$ cat src/rtl/nand_seq_ctrl.sv
// Sequenced logic evaluator: OR/AND/NOR/XOR built from one shared W-bit NAND,
// one NAND evaluation per clock edge, with a saturating evaluation counter.
module nand_seq_ctrl #(
    parameter int W = 1
) (
    input  logic         CLK,
    input  logic         RST,
    input  logic         START,
    input  logic [1:0]   OP,
    input  logic [W-1:0] A,
    input  logic [W-1:0] B,
    output logic         BUSY,
    output logic         DONE,
    output logic [W-1:0] X,
    output logic [7:0]   NCNT
);
    localparam logic [0:0] S_IDLE = 1'b0;
    localparam logic [0:0] S_EVAL = 1'b1;

    localparam logic [1:0] OP_OR  = 2'b00;
    localparam logic [1:0] OP_AND = 2'b01;
    localparam logic [1:0] OP_NOR = 2'b10;

    localparam logic [1:0] DST_W1 = 2'd0;
    localparam logic [1:0] DST_W2 = 2'd1;
    localparam logic [1:0] DST_W3 = 2'd2;
    localparam logic [1:0] DST_X  = 2'd3;

    logic [0:0]   state_q, state_d;
    logic [1:0]   step_q, step_d;
    logic [1:0]   op_q, op_d;
    logic [W-1:0] a_q, a_d, b_q, b_d;
    logic [W-1:0] w1_q, w1_d, w2_q, w2_d, w3_q, w3_d;
    logic [W-1:0] x_q, x_d;
    logic         done_q, done_d;
    logic [7:0]   ncnt_q, ncnt_d;

    logic [W-1:0] nand_a, nand_b, nand_y;
    logic [1:0]   dest;
    logic         last;

    // Operand routing for the single NAND: which inputs and where the result lands.
    always_comb begin
        nand_a = a_q;
        nand_b = a_q;
        dest   = DST_W1;
        last   = 1'b0;
        case (op_q)
            OP_OR: begin
                case (step_q)
                    2'd0:    begin nand_a = a_q;  nand_b = a_q;  dest = DST_W1; end
                    2'd1:    begin nand_a = b_q;  nand_b = b_q;  dest = DST_W2; end
                    default: begin nand_a = w1_q; nand_b = w2_q; dest = DST_X; last = 1'b1; end
                endcase
            end
            OP_AND: begin
                case (step_q)
                    2'd0:    begin nand_a = a_q;  nand_b = b_q;  dest = DST_W1; end
                    default: begin nand_a = w1_q; nand_b = w1_q; dest = DST_X; last = 1'b1; end
                endcase
            end
            OP_NOR: begin
                case (step_q)
                    2'd0:    begin nand_a = a_q;  nand_b = a_q;  dest = DST_W1; end
                    2'd1:    begin nand_a = b_q;  nand_b = b_q;  dest = DST_W2; end
                    2'd2:    begin nand_a = w1_q; nand_b = w2_q; dest = DST_W3; end
                    default: begin nand_a = w3_q; nand_b = w3_q; dest = DST_X; last = 1'b1; end
                endcase
            end
            default: begin
                case (step_q)
                    2'd0:    begin nand_a = a_q;  nand_b = b_q;  dest = DST_W1; end
                    2'd1:    begin nand_a = a_q;  nand_b = w1_q; dest = DST_W2; end
                    2'd2:    begin nand_a = b_q;  nand_b = w1_q; dest = DST_W3; end
                    default: begin nand_a = w2_q; nand_b = w3_q; dest = DST_X; last = 1'b1; end
                endcase
            end
        endcase
    end

    assign nand_y = ~(nand_a & nand_b);

    always_comb begin
        state_d = state_q;
        step_d  = step_q;
        op_d    = op_q;
        a_d     = a_q;
        b_d     = b_q;
        w1_d    = w1_q;
        w2_d    = w2_q;
        w3_d    = w3_q;
        x_d     = x_q;
        done_d  = 1'b0;
        ncnt_d  = ncnt_q;
        if (state_q == S_IDLE) begin
            if (START) begin
                op_d    = OP;
                a_d     = A;
                b_d     = B;
                step_d  = 2'd0;
                state_d = S_EVAL;
            end
        end else begin
            if (ncnt_q != 8'hFF) ncnt_d = ncnt_q + 8'd1;
            case (dest)
                DST_W1:  w1_d = nand_y;
                DST_W2:  w2_d = nand_y;
                DST_W3:  w3_d = nand_y;
                default: x_d  = nand_y;
            endcase
            if (last) begin
                done_d  = 1'b1;
                step_d  = 2'd0;
                state_d = S_IDLE;
            end else begin
                step_d = step_q + 2'd1;
            end
        end
    end

    always_ff @(posedge CLK) begin
        if (RST) begin
            state_q <= S_IDLE;
            step_q  <= 2'd0;
            op_q    <= 2'd0;
            a_q     <= '0;
            b_q     <= '0;
            w1_q    <= '0;
            w2_q    <= '0;
            w3_q    <= '0;
            x_q     <= '0;
            done_q  <= 1'b0;
            ncnt_q  <= 8'd0;
        end else begin
            state_q <= state_d;
            step_q  <= step_d;
            op_q    <= op_d;
            a_q     <= a_d;
            b_q     <= b_d;
            w1_q    <= w1_d;
            w2_q    <= w2_d;
            w3_q    <= w3_d;
            x_q     <= x_d;
            done_q  <= done_d;
            ncnt_q  <= ncnt_d;
        end
    end

    assign BUSY = (state_q == S_EVAL);
    assign DONE = done_q;
    assign X    = x_q;
    assign NCNT = ncnt_q;
endmodule

$ cat config.mk
export PLATFORM = sky130hd
export DESIGN_NAME = nand_seq_ctrl
export DESIGN_NICKNAME = d
export VERILOG_FILES = /design/src/rtl/nand_seq_ctrl.sv
export SDC_FILE = /design/constraint.sdc
export NUM_CORES = 1
export LEC_CHECK = 0
export BUFFER_PORTS_ARGS = -buffer_cell sky130_fd_sc_hd__buf_2
export CAP_MARGIN = 20
export CORE_MARGIN = 5
export CORE_UTILIZATION = 58
export CTS_CLUSTER_DIAMETER = 200
export DETAILED_ROUTE_END_ITERATION = 8
export MAX_ROUTING_LAYER = met4
export PLACE_DENSITY = 0.82
export SYNTH_ARGS = -nofsm -noshare
export SYNTH_HDL_FRONTEND = slang
export SYNTH_SLANG_ARGS = --single-unit
$ cat constraint.sdc
create_clock -name CLK -period 3.1 [get_ports CLK]
set_input_delay 0.155 -clock CLK [delete_from_list [all_inputs] [get_ports CLK]]
set_output_delay 0.155 -clock CLK [all_outputs]
set_load 0.05 [all_outputs]
==> qor.yml, run 1 <==
syn_to_final_growth_pct: 11.7
placed_area_um2: 1170
r2r_start: "step_q[0]"
portBuffers: 17
critPathArrivalTime_ps: 2160
ys_ff_latch: 20
avgSynthCellArea_um2: 8.18
outcome: "completed"
track_usage_pct: 20.0
drcViolationCount: 0
wl_per_cell_um: 13.6
stdcell_area_um2: 1210
rows: 15
syn_inst: 132
avgViaCountPerCell: 5.51
period_needed_ps: 1920
clk_path_buf_depth: 2
initialDrtViolationCount: 15
via_count: 954
grt_pass1_vias: 961
comb_power_share_pct: 18.6
place_congestion: 0.863
hold_class: "in2reg"
p_leak_nw: 0.516
synth_ff_type: "dfxtp_1"
yosysTopAreaCell: "dfxtp_1"
n_antenna_cell: 0
min_from: "OP[1]"
yosys_warnings: 0
reg2reg_to: "X"
path_class: "reg2reg"
setup_viol: 0
peakVddDrop_uv: 346
ys_seq_area_share_pct: 37.1
root_buffer: "clkbuf_4"
reg2reg_slack_ps: 1180
r2r_cells: 7
syn_nets: 145
synthTopCellsByArea: "dfxtp_1, ha_1, mux2i_1, nand2_1, nor2_1"
hpwl_um: 1740
p_int_w: 0.000378
drive_above_1_share_pct: 16.2
cts_setup_buffers: 0
crit_family: "compound AO/OA/AOI/OAI gates"
wl_um: 2350
tightest_slew_ps: 545
die_area_um2: 2820
p_clk_share_pct: 28.3
grt_max_degree: 18
start_kind: "flip-flop"
cp_slowest_cell: "dfxtp_1"
power.density_nw_per_um2: 446
finalHoldViolCount: 0
tns_ps: 0
crit_path_end_kind: "flip-flop"
grt_antenna_before_repair: 0
cap_violations: 0
cp_max_fo: 10
synth-edff-count: 0
core_area_um2: 1750
syn_area_um2: 1080
die_x_um: 53.1
cp_cell_sequence: "inv_1 -> ha_1 -> a221o_1 -> a21o_1 -> a32oi_1 -> o221ai_2 -> mux2i_1"
cts_sinks: 20
clock_latency_ps: 300
die_y_um: 53.1
finalMaxSlewViolations: 0
fmax_ghz: 0.521
fin_crit_sh_pct: 61.9
overflow: 0
start_util_pct: 61.9
cts_tree: "yes"
finalNetCount: 162
rsz0062_at_grt: "no"
detail-route-antenna-nets: 0
cp.required_ps: 3340
clk_pin_slew_worst_paths_ps: 120
ios: 18
skew_ps: 6.70
cpPeakStageDelay_ps: 380
synth_top_cell_area_share_pct: 37.1
worstHoldPathCells: 3
seqPwrFrac_pct: 53.1
cts_resized: 0
power_w: 0.000539
final_core_util_pct: 69.1
htree_num_levels: 1
postCtsHoldBufs: 0
drt_pass1_iterations: 4
slew_headroom_pct: 63.6
whs_ps: 87.5
power.switching_w: 0.000160
synth_cell_types: 31
crit_buf_inv: 1
cts_made_buffers: 3
hold_path_end: "op_q[1]"
grt_pass1_wl_um: 4060
synth_async_sr_flop_share_pct: 0
netSwitchingFraction_pct: 29.7
-- stage by stage --
step           worst slack (ps)  std cells
2_1_floorplan              1350        132
6_report                   1180        173
3_3_place_gp               1310        169
4_1_cts                    1170        173
5_1_grt                     991        173
3_5_place_dp               1220        169
-- cell usage in the layout, fill, tap and decap left out, types with 2 or more instances in the layout --
master    count
nand2_1      18
a21oi_1       8
buf_2        17
a221oi_1      2
a32oi_1       2
nand3_1       7
xor2_1        3
dfxtp_1      20
or3_1         3
a21o_1        2
o21ai_1       2
mux2i_1       7
a31oi_1       2
ha_1          6
xnor2_1       3
nor3_1        4
nor2_1       17
inv_1         6
o21ai_0       3
clkbuf_4      3
nor2b_1       2
-- logic make-up (layout without fill, tap and decap cells) --
group           after synthesis  in the layout  share of synthesized area, %
flops                        20             20                          37.1
simple gates                 54             54                          22.2
mux                           8              8                          7.53
compound gates               26             26                          16.5
buf+inv                      12             28                          4.87
fa+ha+maj                     6              6                          6.95
xor+xnor                      6              6                          4.87
-- area by class of cell --
cell class                      count  area, um^2
Sequential cell                    20         400
Timing Repair Buffer               17        85.1
Fill cell                         157         539
Inverter                            7        26.3
Tap cell                           25        31.3
Multi-Input combinational cell    100         627
Clock buffer                        4        36.3
-- worst max-delay path by stage --
stage,startpoint,to,depth (start not counted)
floorplan,step_q[0],X,8
global placement,step_q[0],X,7
detailed placement,step_q[0],w3_q,7
CTS,step_q[0],X,7
global route,step_q[0],X,7
finish,step_q[0],X,7
-- layer usage --
| metal | up-vias | GRT usage [%] | wire, um |
|---|---|---|---|
| met5 | - | - | 0 |
| met4 | 0 | 7.66 | 33 |
| met3 | 4 | 3.66 | 57 |
| met2 | 14 | 35.5 | 1200 |
| met1 | 447 | 21.9 | 1060 |
| li1 | 489 | - | - |
-- flip-flops by register name, indices dropped and copies added (netlist names) --
name / cells
op_q: 2
w2_q: 1
w1_q: 1
NCNT: 8
DONE: 1
BUSY: 1
b_q: 1
step_q: 2
X: 1
w3_q: 1
a_q: 1
-- power groups by stage --
stage | sequential, W | clock, W | combinational (W)
final | 0.000286 | 0.000153 | 0.000100
after global routing | 0.000288 | 0.000167 | 0.000111
after CTS | 0.000285 | 0.000152 | 0.000100
after detailed placement | 0.000291 | 0 | 0.0000995
after global placement | 0.000290 | 0 | 0.0000961
after floorplan | 0.000300 | 0 | 0.0000697
-- cell usage after synthesis, types with 2 or more instances --
library cell	n
nor2b_1	2
xor2_1	3
nand2_1	18
a31oi_1	2
nor3_1	4
or3_1	3
o21ai_1	2
nand3_1	7
dfxtp_1	20
a32oi_1	2
o21ai_0	3
inv_1	6
xnor2_1	3
nor2_1	17
mux2i_1	7
a21oi_1	8
clkbuf_1	4
ha_1	6
a221oi_1	2
a21o_1	2
-- worst register-to-register path, delay by kind of cell (launching register included) --
family,cells,cell delay (ps)
buf+inv,1,120
fa+ha+maj,1,310
flops,1,380
compound gates,4,910
mux,1,150
(Power assumes the default switching activity.)
==> inputs of run 2 (changes only) <==
CORE_UTILIZATION = 49   (was 58)
PLACE_DENSITY = 0.74   (was 0.82)
clock period = 1.6 ns   (was 3.1 ns; I/O delays follow)
==> run 2 against run 1 <==
  * The run now ends with setup timing left
  * Total power grew 92%
  * Combinational power grew 150%
  * Clock skew shrank 3.3 ps
  * Register-to-register slack lost 1300 ps
  * Clock power grew 52%
  * Count of clock-buffer cells in the layout shrank 1
  * Hold slack lost 78 ps
  * Worst setup slack lost 1300 ps
  * Sequential share of layout area shrank 2.9 points
  * Utilization shrank 5.5 points
  * Sequential cell count is the same
  * Largest power group unchanged
  * Highest routed layer unchanged
==> qor.yml, run 2 (synthesis gave the netlist of run 1 again) <==
die_x_um: 56.9  # +7.1%
setup_viol: 4  # +4
reg2reg_slack_ps: -90  # -1270 ps
grt_max_degree: 17  # -1
setup_slack_ps: -91.4  # -1270 ps
rsz0062_at_grt: "yes"
power.density_nw_per_um2: 759  # +70%
clock_latency_ps: 290  # about the same
postCtsHoldBufs: 0  # unchanged
drcViolationCount: 0  # unchanged
grtUsageMet2_pct: 27.4  # -8.1 points
die_area_um2: 3240  # +15%
cp_max_fo: 4  # -6
whs_ps: 9.93  # -77.6 ps
syn_to_final_growth_pct: 26.5
start_util_pct: 50.3  # -12 points
grt_pass1_wl_um: 4140  # +1.9%
root_buffer: "clkbuf_4"
period_needed_ps: 1690  # -227 ps
cts_made_buffers: 3  # unchanged
grt_antenna_before_repair: 0  # unchanged
path_class: "reg2reg"
cap_violations: 0  # unchanged
critPathArrivalTime_ps: 1920  # -240 ps
portBuffers: 17  # unchanged
fmax_ghz: 0.591  # +13%
ios: 18  # unchanged
wl_um: 2490  # +6.0%
drive_above_1_share_pct: 35.8  # +20 points
via_count: 999  # +4.7%
met3_usage_pct: 2.71  # -0.95 points
cts_sinks: 20  # unchanged
clk_pin_slew_worst_paths_ps: 110  # about the same
hold_class: "in2reg"
final_common_cell: "nand2_1"
wl_per_cell_um: 13.3  # -2.0%
finalNetCount: 174  # +7.4%
initialDrtViolationCount: 22  # +7
tightest_slew_ps: 536  # -9.02 ps
largest_register_ffs: 8  # unchanged
top_usage_layer: "met2"
hpwl_um: 1810  # +3.9%
drt_pass1_iterations: 4  # unchanged
use_met1_pct: 19.1  # -2.9 points
detail-route-antenna-nets: 0  # unchanged
place_ws_ps: -145  # -1370 ps
core_area_um2: 2150  # +23%
n_antenna_cell: 0  # unchanged
final_cell_mix: "nand2_1, buf_2, nor2_1"
grt_pass1_vias: 1010  # +5.1%
outcome: "complete, but fails checks"
p_leak_nw: 0.571  # +11%
start_kind: "flip-flop"
htree_num_levels: 1  # unchanged
overflow: 0  # unchanged
skew_ps: 3.37  # -3.33 ps
finalHoldViolCount: 0  # unchanged
finalMaxSlewViolations: 0  # unchanged
avgViaCountPerCell: 5.34  # -3.1%
peakVddDrop_uv: 766  # +120%
slew_headroom_pct: 64.2  # +0.60 points
track_usage_pct: 16.6  # -3.3 points
crit_path_end_kind: "flip-flop"
place_congestion: 0.832  # -3.7%
clk_path_buf_depth: 2  # unchanged
die_y_um: 56.9  # +7.1%
cts_tree: "yes"
violations: "setup timing"
cp.required_ps: 1830  # -1510 ps
rows: 17  # +2
fin_crit_sh_pct: 106  # +44 points
run 2: metal layers:
layer / vias to the layer above / share of wire (%)
li1: 517 / -
met1: 462 / 45
met2: 14 / 51
met3: 6 / 2.3
met4: 0 / 1.4
met5: - / 0
run 2: per-stage QoR:
step	utilization [%]	cell area [um^2]	TNS, ps	total power [W]	instances
2_1_floorplan	-	1100	-283	0.000724	132
3_3_place_gp	58.9	1260	-250	0.000776	181
3_5_place_dp	58.9	1260	-532	0.000783	181
4_1_cts	62.4	1340	-409	0.00103	187
5_1_grt	63.6	1370	-630	0.00109	187
6_report	63.6	1370	-329	0.00104	187
run 2: path summary, 6_finish.rpt:
path / start / end / cells past startpoint
worst min-delay path: OP[1] / op_q[1] / 3
worst min register to register: X / X / 2
worst max register to register: step_q[1] / X / 7
worst max-delay path: step_q[1] / X / 7
run 2: critical path: stages (launching register included):
cell and delay, ps:
dfxtp_2 360, inv_4 50, ha_4 160, a221o_1 340, a21o_1 180, a32oi_2 210, o221ai_2 170, mux2i_1 150
run 2: cell type report:
class	instances	area (um^2)
fill	189	782
clock buffer	3	22.5
multi-input combinational	100	688
timing repair buffer	29	175
inverter	7	31.3
tap	28	35.0
sequential	20	414
run 2: power breakdown:
group / leakage, nW / internal [W] / total, W / switching, W
sequential: 0.167 / 0.000523 / 0.000560 / 0.0000364
clock: 0.0138 / 0.0000875 / 0.000232 / 0.000145
combinational: 0.390 / 0.000108 / 0.000245 / 0.000137
total: 0.571 / 0.000719 / 0.00104 / 0.000318
run 2: repair_timing:
action / in CTS / in global routing
endpoints found under the setup margin: 4 / 7
resized for setup: 6 / 9
setup buffers: 3 / 0
pin swaps: 3 / 4
==> inputs of run 3 (changes only) <==
CTS_CLUSTER_DIAMETER = 60   (was 200)
RECOVER_POWER = 100   (was unset)
==> run 3 against run 2 <==
  * The flow still finishes with violations (setup timing)
  * Design area decreased by 1.5%
  * Sequential cell count unchanged
  * Die area unchanged
  * Utilization down 0.93 points
  * Via count grew 3.1%
  * Critical path type unchanged
  * Highest routed layer unchanged
==> qor.yml, run 3 (synthesis gave the netlist of run 1 again) <==
core_area_um2: 2150  # unchanged
die_area_um2: 3240  # unchanged
fmax_ghz: 0.594  # +0.48%
comb_power_share_pct: 23.2  # -0.4 points
tightest_slew_ps: 613  # +77.2 ps
clk_path_buf_depth: 2  # unchanged
via_count: 1030  # +3.1%
p_int_w: 0.000715  # -0.58%
htree_num_levels: 1  # unchanged
final_common_cell: "nand2_1"
start_util_pct: 50.3  # unchanged
crit_start: "step_q[1]"
ios: 18  # unchanged
power.switching_w: 0.000319  # +0.54%
avgViaCountPerCell: 5.51  # +3.1%
critPathArrivalTime_ps: 1910  # about the same
min_from: "OP[1]"
cap_violations: 0  # unchanged
cts_sinks: 20  # unchanged
grt_antenna_before_repair: 0  # unchanged
cp.required_ps: 1830  # about the same
drive_above_1_share_pct: 27.0  # -8.8 points
grt_pass1_vias: 1010  # unchanged
grt_pass1_wl_um: 4140  # unchanged
fin_crit_sh_pct: 105  # -0.50 points
cp_max_fo: 4  # unchanged
finalHoldViolCount: 0  # unchanged
rows: 17  # unchanged
skew_ps: 5.09  # +1.72 ps
crit_path_end_kind: "flip-flop"
track_usage_pct: 16.6  # unchanged
die_x_um: 56.9  # unchanged
fill_cells: 195  # +3.2%
violations: "setup timing"
clock_latency_ps: 290  # about the same
clk_pin_slew_worst_paths_ps: 110  # about the same
reg2reg_slack_ps: -80  # about the same
hold_path_end: "op_q[1]"
hpwl_um: 1810  # unchanged
setup_viol: 4  # unchanged
detail-route-antenna-nets: 0  # unchanged
worstHoldPathCells: 3  # unchanged
wl_per_cell_um: 13.2  # -1.0%
p_clk_share_pct: 22.7  # +0.3 points
path_class: "reg2reg"
final_cells: 187  # unchanged
wl_um: 2460  # -1.0%
root_buffer: "clkbuf_4"
slew_headroom_pct: 59.3  # -4.9 points
period_needed_ps: 1680  # -8.07 ps
portBuffers: 17  # unchanged
place_congestion: 0.832  # unchanged
seqPwrFrac_pct: 54.1  # about the same
reg2reg_to: "w3_q"
finalMaxSlewViolations: 0  # unchanged
peakVddDrop_uv: 760  # -0.77%
start_kind: "flip-flop"
rsz0062_at_grt: "yes"
initialDrtViolationCount: 13  # -41%
outcome: "complete, but fails checks"
n_antenna_cell: 0  # unchanged
overflow: 0  # unchanged
drcViolationCount: 0  # unchanged
syn_to_final_growth_pct: 24.7
cts_made_buffers: 3  # unchanged
power.density_nw_per_um2: 768  # +1.2%
dp.cells: 181  # unchanged
drt_pass1_iterations: 4  # unchanged
cts_tree: "yes"
grt_max_degree: 17  # unchanged
place_ws_ps: -145  # unchanged
final_cell_mix: "nand2_1, nor2_1, dfxtp_1"
finalNetCount: 174  # unchanged
netSwitchingFraction_pct: 30.9  # +0.24 points
setup_slack_ps: -83.4  # +8.07 ps
r2r_start: "step_q[1]"
die_y_um: 56.9  # unchanged
largest_register_ffs: 8  # unchanged
r2r_cells: 7  # unchanged
p_leak_nw: 0.528  # -7.5%
hold_class: "in2reg"
run 3: cell types whose count changed in the layout (fill, tap and decap cells not counted), sizes merged:
cell / change
clkbuf: +11
buf: -11
run 3: final cells by class:
type | instances | area [um^2] | area share, %
Tap cell | 28 | 35.0 | 2.60
Inverter | 7 | 31.3 | 2.32
Timing Repair Buffer | 29 | 161 | 12.0
Multi-Input combinational cell | 100 | 684 | 50.8
Clock buffer | 3 | 22.5 | 1.67
Sequential cell | 20 | 412 | 30.6
run 3: worst max path at each step:
stage | endpoint | slack [ps]
final | w3_q | -80
after global routing | w3_q | -170
after CTS | X | -110
after detailed placement | w3_q | -140
after global placement | X | -70
after floorplan | X | -70
run 3: metal layers:
metal	GRT usage (%)	routed length, um
met1	19.1	1070
met2	27.4	1270
met3	2.71	84
met4	9.27	43
met5	-	0
run 3: repair_timing:
action	4_1_cts	5_1_grt
hold buffers	0	0
setup endpoints to repair	4	7
gates cloned	0	0
gates resized for setup	6	9
pin swaps	3	4
setup buffers	3	0
run 3: power groups by stage:
stage	Combinational (W)	Clock, W	Sequential, W
after global placement	0.000210	0	0.000566
after global routing	0.000263	0.000257	0.000565
after floorplan	0.000139	0	0.000585
final	0.000240	0.000234	0.000559
after detailed placement	0.000217	0	0.000567
after CTS	0.000236	0.000238	0.000558
run 3: through the flow:
stage | hold slack, ps | TNS [ps] | power (W) | util [%] | instance area, um^2
after floorplan | 219 | -283 | 0.000724 | - | 1100
after global placement | 317 | -250 | 0.000776 | 58.9 | 1260
after detailed placement | 324 | -532 | 0.000783 | 58.9 | 1260
after CTS | 10.5 | -409 | 0.00103 | 62.4 | 1340
after global routing | 39.5 | -782 | 0.00109 | 62.7 | 1350
final | 7.66 | -304 | 0.00103 | 62.7 | 1350
run 3: critical path, cell delays in order, from the launching register on:
cell,delay [ps]
dfxtp_2,360
inv_4,50
ha_4,160
a221o_1,340
a21o_1,180
a32oi_2,210
o221ai_2,170
mux2i_1,150
